--- config.mk ---
export PLATFORM = sky130hd
export DESIGN_NAME = reg_file
export DESIGN_NICKNAME = d
export VERILOG_FILES = /design/src/rtl/cpu_pkg.sv /design/src/rtl/reg_cell.sv /design/src/rtl/reg_file.sv
export SDC_FILE = /design/constraint.sdc
export NUM_CORES = 2
export LEC_CHECK = 0
export BUFFER_PORTS_ARGS = -buffer_cell sky130_fd_sc_hd__buf_2
export CELL_PAD_IN_SITES_DETAIL_PLACEMENT = 1
export CELL_PAD_IN_SITES_GLOBAL_PLACEMENT = 1
export CORE_ASPECT_RATIO = 0.5
export CORE_UTILIZATION = 25
export CTS_BUF_LIST = sky130_fd_sc_hd__clkbuf_2 sky130_fd_sc_hd__clkbuf_4 sky130_fd_sc_hd__clkbuf_8
export CTS_CLUSTER_SIZE = 30
export DETAILED_ROUTE_END_ITERATION = 16
export PLACE_DENSITY_LB_ADDON = 0.1
export SYNTH_ARGS = -nofsm -noshare
export SYNTH_HDL_FRONTEND = slang
export SYNTH_SLANG_ARGS = --single-unit
--- constraint.sdc ---
create_clock -name clk_i -period 2.3 [get_ports clk_i]
set_input_delay 0.115 -clock clk_i [delete_from_list [all_inputs] [get_ports clk_i]]
set_output_delay 0.115 -clock clk_i [all_outputs]
set_load 0.005 [all_outputs]
--- src/rtl/cpu_pkg.sv ---
// Shared CPU constants: default register-file geometry and MIPS GPR indices.
package cpu_pkg;

  localparam int unsigned DefWidth = 32;
  localparam int unsigned DefDepth = 32;

  localparam int unsigned REG_ZERO = 0;
  localparam int unsigned REG_V0   = 2;
  localparam int unsigned REG_A0   = 4;
  localparam int unsigned REG_SP   = 29;
  localparam int unsigned REG_RA   = 31;

endpackage

--- src/rtl/reg_cell.sv ---
// Width-bit storage word with write enable and asynchronous active-low clear.
module reg_cell #(
  parameter int unsigned Width = 32
) (
  input  logic             clk_i,
  input  logic             rst_ni,
  input  logic             en_i,
  input  logic [Width-1:0] d_i,
  output logic [Width-1:0] q_o
);

  logic [Width-1:0] q_q;

  always_ff @(posedge clk_i or negedge rst_ni) begin
    if (!rst_ni) begin
      q_q <= '0;
    end else if (en_i) begin
      q_q <= d_i;
    end
  end

  assign q_o = q_q;

endmodule

--- src/rtl/reg_file.sv ---
// Register file: two combinational read ports with optional write bypass,
// one synchronous write port and a registered debug read port.
module reg_file
  import cpu_pkg::*;
#(
  parameter int unsigned Width   = DefWidth,
  parameter int unsigned Depth   = DefDepth,
  parameter bit          ZeroReg = 1'b1,
  parameter bit          Bypass  = 1'b1,
  localparam int unsigned AddrW  = (Depth > 1) ? $clog2(Depth) : 1
) (
  input  logic             clk_i,
  input  logic             rst_ni,
  input  logic             we_i,
  input  logic [AddrW-1:0] waddr_i,
  input  logic [Width-1:0] wdata_i,
  input  logic [AddrW-1:0] raddr1_i,
  output logic [Width-1:0] rdata1_o,
  input  logic [AddrW-1:0] raddr2_i,
  output logic [Width-1:0] rdata2_o,
  input  logic [AddrW-1:0] dbg_addr_i,
  output logic [Width-1:0] dbg_data_o
);

  localparam logic [AddrW:0] DepthL = (AddrW + 1)'(Depth);

  logic [Width-1:0] mem [Depth];
  logic [Width-1:0] dbg_data_d, dbg_data_q;
  logic             wr_ok;

  // An address is usable when in range and not the hard-wired zero entry.
  function automatic logic addr_ok(logic [AddrW-1:0] a);
    return ({1'b0, a} < DepthL) && !(ZeroReg && (a == '0));
  endfunction

  assign wr_ok = we_i && addr_ok(waddr_i);

  for (genvar i = 0; i < Depth; i++) begin : g_word
    if (ZeroReg && (i == 0)) begin : g_zero
      assign mem[i] = '0;
    end else begin : g_cell
      reg_cell #(
        .Width (Width)
      ) u_cell (
        .clk_i  (clk_i),
        .rst_ni (rst_ni),
        .en_i   (wr_ok && (waddr_i == AddrW'(i))),
        .d_i    (wdata_i),
        .q_o    (mem[i])
      );
    end
  end

  function automatic logic [Width-1:0] read_port(logic [AddrW-1:0] a);
    logic [Width-1:0] r;
    r = '0;
    if (addr_ok(a)) begin
      r = mem[a];
      if (Bypass && rst_ni && wr_ok && (a == waddr_i)) begin
        r = wdata_i;
      end
    end
    return r;
  endfunction

  always_comb begin
    rdata1_o = read_port(raddr1_i);
    rdata2_o = read_port(raddr2_i);
  end

  always_comb begin
    dbg_data_d = '0;
    if (addr_ok(dbg_addr_i)) begin
      dbg_data_d = mem[dbg_addr_i];
    end
  end

  always_ff @(posedge clk_i or negedge rst_ni) begin
    if (!rst_ni) begin
      dbg_data_q <= '0;
    end else begin
      dbg_data_q <= dbg_data_d;
    end
  end

  assign dbg_data_o = dbg_data_q;

endmodule
Word level (Yosys, flattened, before mapping)
Index checks and enable logic that the tools add are counted.
Widths: inputs -> output; s select.
- bits in registers: 1024
- output and inout bits: 96
- logic and storage cells: 125
- $lt $le $gt $ge: 3
- equal/unequal tests: 33
- mux-type cells: 14
- bitwise gates (word level): 3
- reduce and logical (&&, ||, !) cells: 40
- operators by type and width (cell ; number):
    $bmux 32 s5 ; 3
    $mux 32 ; 11
    $eq 5x5->1 const B ; 16
    $eq 5x4->1 const B ; 8
    $logic_and 1x1->1 ; 35
    $eq 5x3->1 const B ; 4
    $logic_not 5->1 ; 4
    $ge 6x6->1 const B ; 3
    $not 5->6 ; 3
    $eq 5x2->1 const B ; 2
    $eq 5x5->1 ; 2
    $eq 5x1->1 const B ; 1
    $logic_not 1->1 ; 1

Depth between registers and ports, before layout
- word-level depth: 7
- mapped depth: 9
- mapped depth without buffers: 5

Cells and area by module
A second synthesis with hierarchy kept.
- cells, all modules: 4017
- area, all modules: 67268.3 µm²
- modules (own cells, without submodules) (module ; times used ; cells each ; area an instance (µm²)):
    reg_cell ; 31 ; 68 ; 1345.0
    reg_file ; 1 ; 1909 ; 25572.0

Worst setup path after synthesis
No wires, ideal clock.
- path kind: input -> register
- from: input dbg_addr_i[1]
- to: register dbg_data_q[25], in the netlist dbg_data_o[25]
- library setup time: 125 ps
- data arrival time: 1985 ps
- required time: 2175 ps
- slack: 191 ps
- stages: 6
- cell sequence: buf_2 > clkbuf_1 > clkbuf_1 > mux4_2 > mux4_2 > mux2_2
- cells in the longest elaborated chain, start to end: 5
- elaborated cells between the ends (all ways): 6
- classes of those cells: mux (4); bitwise (1); reduce/logical (1)
- RTL lines (what ; line ; text):
    start, declared ; reg_file.sv:21 ; input logic [AddrW-1:0] dbg_addr_i,
    $not 5->6 (implied by the code) ; reg_file.sv:74 ; dbg_data_d = mem[dbg_addr_i];
    $bmux 32 s5 ; reg_file.sv:74 ;
    $mux 32 (implied by the code) (2 in a row) ; reg_file.sv:74 ;
    $mux 32 (*) ; reg_file.sv:73 ; if (addr_ok(dbg_addr_i)) begin
    net dbg_data_d[25] ; reg_file.sv:28 ; logic [Width-1:0] dbg_data_d, dbg_data_q;
    end signal, assigned ; reg_file.sv:82 ; dbg_data_q <= dbg_data_d;
    end, declared ; reg_file.sv:28 ;
Mark *: on every way through the listed nets, which the timed path passes. The rest lies on a longest branch. The select of a mux whose other input is x is not followed.
A chain may end at the register's enable or synchronous reset.

Worst setup path in the final report
- from: register g_word[24].g_cell.u_cell.q_q[30]
- to: output rdata2_o[30]
- cells in the longest elaborated chain, start to end: 5
- RTL lines (what ; line ; text):
    start, declared ; reg_cell.sv:12 ; logic [Width-1:0] q_q;
    start signal, assigned ; reg_cell.sv:18 ; q_q <= d_i;
    $bmux 32 s5 ; reg_file.sv:58 ; r = mem[a];
    $mux 32 (implied by the code) (2 in a row) ; reg_file.sv:58 ;
    $mux 32 ; reg_file.sv:59 ; if (Bypass && rst_ni && wr_ok && (a == waddr_i)) begin
    $mux 32 ; reg_file.sv:57 ; if (addr_ok(a)) begin
    end, declared ; reg_file.sv:20 ; output logic [Width-1:0] rdata2_o,
No other way between the ends. The select of a mux whose other input is x is not followed.

==> results list <==
- The flow ran to the end, but the final reports show violations.
* Violated checks: negative setup slack
- Final Net Count: approximately 5300
* Count of vias placed by the detailed router: between 40000 and 50000
- Of all nets on the critical path, the largest fanout is 4.
- For this configuration, the core starts out at a cell density of 0.253.
- For this block, the initial DRC count from the detailed router was 3631.
* TritonCTS clock tree: built
- In this run the vertical extent of the chip is ~360 µm.
- The tightest hold path in the finished design has a slack of 0.00538 ns.
- Buffers inserted during clock tree synthesis total 186.
* Number of register bits inferred by synthesis: about 1000
* Hold Fails Final Rpt: 0
- Post-Syn Area per Cell: about 14 µm²
- Clock latency on the worst-skew pair, taken at its later pin, is 0.99 ns.
- Total setup violations reported at the end of the flow: 411
* Worst setup slack after layout: -0.491 ns
- Entering global routing, the biggest net connects between 100 and 150 pins.
- The largest individual stage delay along the critical path comes from the cell mux4_2.
- In the post-synthesis netlist, the biggest area contributors are dfrtp_1 41%, mux2_2 21%, mux4_2 17%.
- In this run the clock root is driven by a clkbuf_8.
- Count leader, synth: mux2_2
* Critical path launch point type: register
* Slew headroom: 0.343
* Signal arrival time at the worst endpoint: 2.68 ns
* Family of cells with the greatest summed delay on the critical path: multiplexers
* Number of primary I/O pins: 151
- Residual overflow from global routing: 0
- Counting flops with a built-in enable in the synthesized netlist gives 0.
- Fraction of synthesized cell area taken by the top area cell type: 0.406
- Slew Viols, Final: 0
* Final ANT Viol Nets: 0
* Row count: 129
- Summed over all instances, the cell type with the most area after synthesis is dfrtp_1.
- For this block, the routed nets add up to 315000 µm of wire.
- H-tree levels: 4
- Counting instances in the post-synthesis netlist gives the leading cell types as 1175 x mux2_2, 1024 x dfrtp_1, 480 x mux4_2, 425 x mux2i_1, 313 x clkbuf_1.
* Count of maximum capacitance violations: 0
* Buffering stage count on the worst path with inverters included: 2
- Initial antenna violation count: 20
* Clock Tree Buf Depth: 4
- Vias per cell: 5.54
- After clock tree synthesis, the clock-pin slew on the worst setup and hold paths is 0.06 ns.
* Number of instances in the synthesized netlist: roughly 4700
* Library cells used by synthesis: 47
- Proportion of synthesized flip-flops having asynchronous set or reset: 1.00
* Most frequently used flop master after synthesis: dfrtp_1
- Stage delay of the slowest cell on the critical path: between 0.5 and 0.6 ns
- The congestion estimate from routability-driven global placement came to 0.807.
* Die X: 713 µm
- Summing every instance area after synthesis gives 63100 µm².
- Wire per inst: ~36 µm
- The worst hold path belongs to the class in -> async.
- Maximum clock skew at final layout: 0.110 ns
- Crit-path cells: mux4_2 -> mux2i_1 -> nor2_1 -> a2111oi_2 -> buf_4 -> o32ai_2 -> buf_2
- Global-route wire length before repair: 438000 µm
- RSZ-0062 raised after global routing: yes
* Warning count from the yosys run: 0
- Critical path data required time: around 2.2 ns
- Number of iterations in the first detailed-routing pass: 5
- Type of element capturing the critical path: output port
- Of the cells placed in the final design, the portion with a size suffix greater than 1 is 0.594.
* Share of the clock period used by the worst path: 1.21
* Setup Crit Path Kind: reg -> out
- The via count of the first global-routing pass was 51800.
* Period minus WS final: 2.79 ns
* Areal power density over the cells: 767 nW/µm²
* Slew at the pin closest to its max-slew limit: 0.986 ns
- DP Wirelength: 201000 µm
* Fmax achieved: 0.358 GHz
* P&R area growth vs syn: 27.9%
- During placement, the flow inserted port buffers numbering 150.
- Across the VDD grid, the largest voltage drop is 0.404 mV.
* Core area: 249000 µm²
* Clock sink count: 1024
- In the routed design, unresolved DRC markers number 0.
- Die area: between 200000 and 300000 µm²
- Leakage Power: 34.0 nW
* GRT Overall Usage: 0.244
- Share of the yosys chip area belonging to registers: 0.406
* Net Count, Synth: roughly 4700
* Post-Place Worst Slack: -0.594 ns
- Slack of the worst reg-to-reg path: 0.15 ns
[metrics by stage]
stage / util / area (µm²) / power (W) / setup TNS, ns / std cells
detailed placement: 0.292 / 72800 / 0.0413 / -12.01 / 8165
CTS: 0.320 / 79700 / 0.0620 / -85.07 / 8612
finish: 0.324 / 80700 / 0.0619 / -100.39 / 8670
floorplan: - / 63100 / 0.0345 / 0 / 4670
global route: 0.324 / 80700 / 0.0649 / -142.11 / 8668
global placement: 0.292 / 72800 / 0.0409 / -10.33 / 8165
[what timing repair did]
action                     in CTS  in global routing
hold endpoints to repair     1635                 23
setup endpoints to repair      64                422
pin swaps                     215                144
setup buffers                 129                 60
gates resized for setup       409                112
hold buffers                   44                  3
[placed cells by master, fill, tap and decap left out, types with 32 or more instances in the layout]
master            n
a22o_1           36
dlygate4sd3_1    46
buf_6            33
buf_2           126
mux4_2          480
mux2_2         1143
clkbuf_8        222
nand3_1          90
a22oi_1         169
mux2i_1         421
a21oi_1          32
buf_12          201
dfrtp_1        1021
a221oi_2         33
clkbuf_4         66
nand2_1          80
mux2_4           32
buf_4           473
o31ai_1          32
nor2_1           66
[registers in the layout (all words and copies together), names as in the netlist]
register	cells
dbg_data_o	32
g_word.g_cell.u_cell.q_o	992
[report_power, final]
part	switching, W	internal [W]
sequential	0.00379	0.0216
combinational	0.00766	0.0101
clock	0.00883	0.00991
[tightest hold or removal path: stages]
cell and delay (ns):
buf_8 0.14, dlygate4sd3_1 0.62, buf_12 0.15, buf_12 0.37
[worst paths after layout]
| check | start | to | cells past startpoint |
|---|---|---|---|
| hold / removal | rst_ni | g_word[12].g_cell.u_cell.q_o[25] | 4 |
| min in group clk_i | waddr_i[1] | g_word[19].g_cell.u_cell.q_o[9] | 5 |
| max in group asynchronous | rst_ni | g_word[18].g_cell.u_cell.q_o[4] | 6 |
| hold reg to reg | g_word[6].g_cell.u_cell.q_o[26] | g_word[6].g_cell.u_cell.q_o[26] | 1 |
| setup / recovery | g_word[24].g_cell.u_cell.q_o[30] | rdata2_o[30] | 7 |
| setup reg to reg | g_word[27].g_cell.u_cell.q_o[13] | dbg_data_o[13] | 6 |
[metal layers]
layer / global-route usage / part of all wire / vias up / wire, µm
li1: - / - / 19500 / -
met1: 0.341 / 0.46 / 26700 / 145000
met2: 0.391 / 0.46 / 1372 / 144000
met3: 0.0360 / 0.050 / 499 / 15700
met4: 0.0706 / 0.033 / 2 / 10300
met5: 0 / 0.000022 / - / 7
[final cells by class]
type / instances / area [µm²]
Inverter: 2 / 7.51
Antenna cell: 3 / 7.51
Clock buffer: 288 / 3550
Tap cell: 3340 / 4180
Clock inverter: 16 / 138
Sequential cell: 1024 / 25600
Timing Repair Buffer: 887 / 9160
Fill cell: 26000 / 168000
Multi-Input combinational cell: 3110 / 38100
[kinds of logic (layout without fill, tap and decap cells)]
| group | after synthesis | after routing | share of synthesized area |
|---|---|---|---|
| muxes | 2091 | 2091 | 0.450 |
| DFF | 1024 | 1024 | 0.406 |
| AOI/OAI and AO/OA | 575 | 575 | 0.0710 |
| buffers and inverters | 536 | 1193 | 0.0369 |
| and+or+nand+nor | 434 | 434 | 0.0344 |
| xor gates and xnor gates | 10 | 10 | 0.00139 |
| other | 0 | 3 | 0 |
Note: power is estimated with default switching activity, not from simulation.
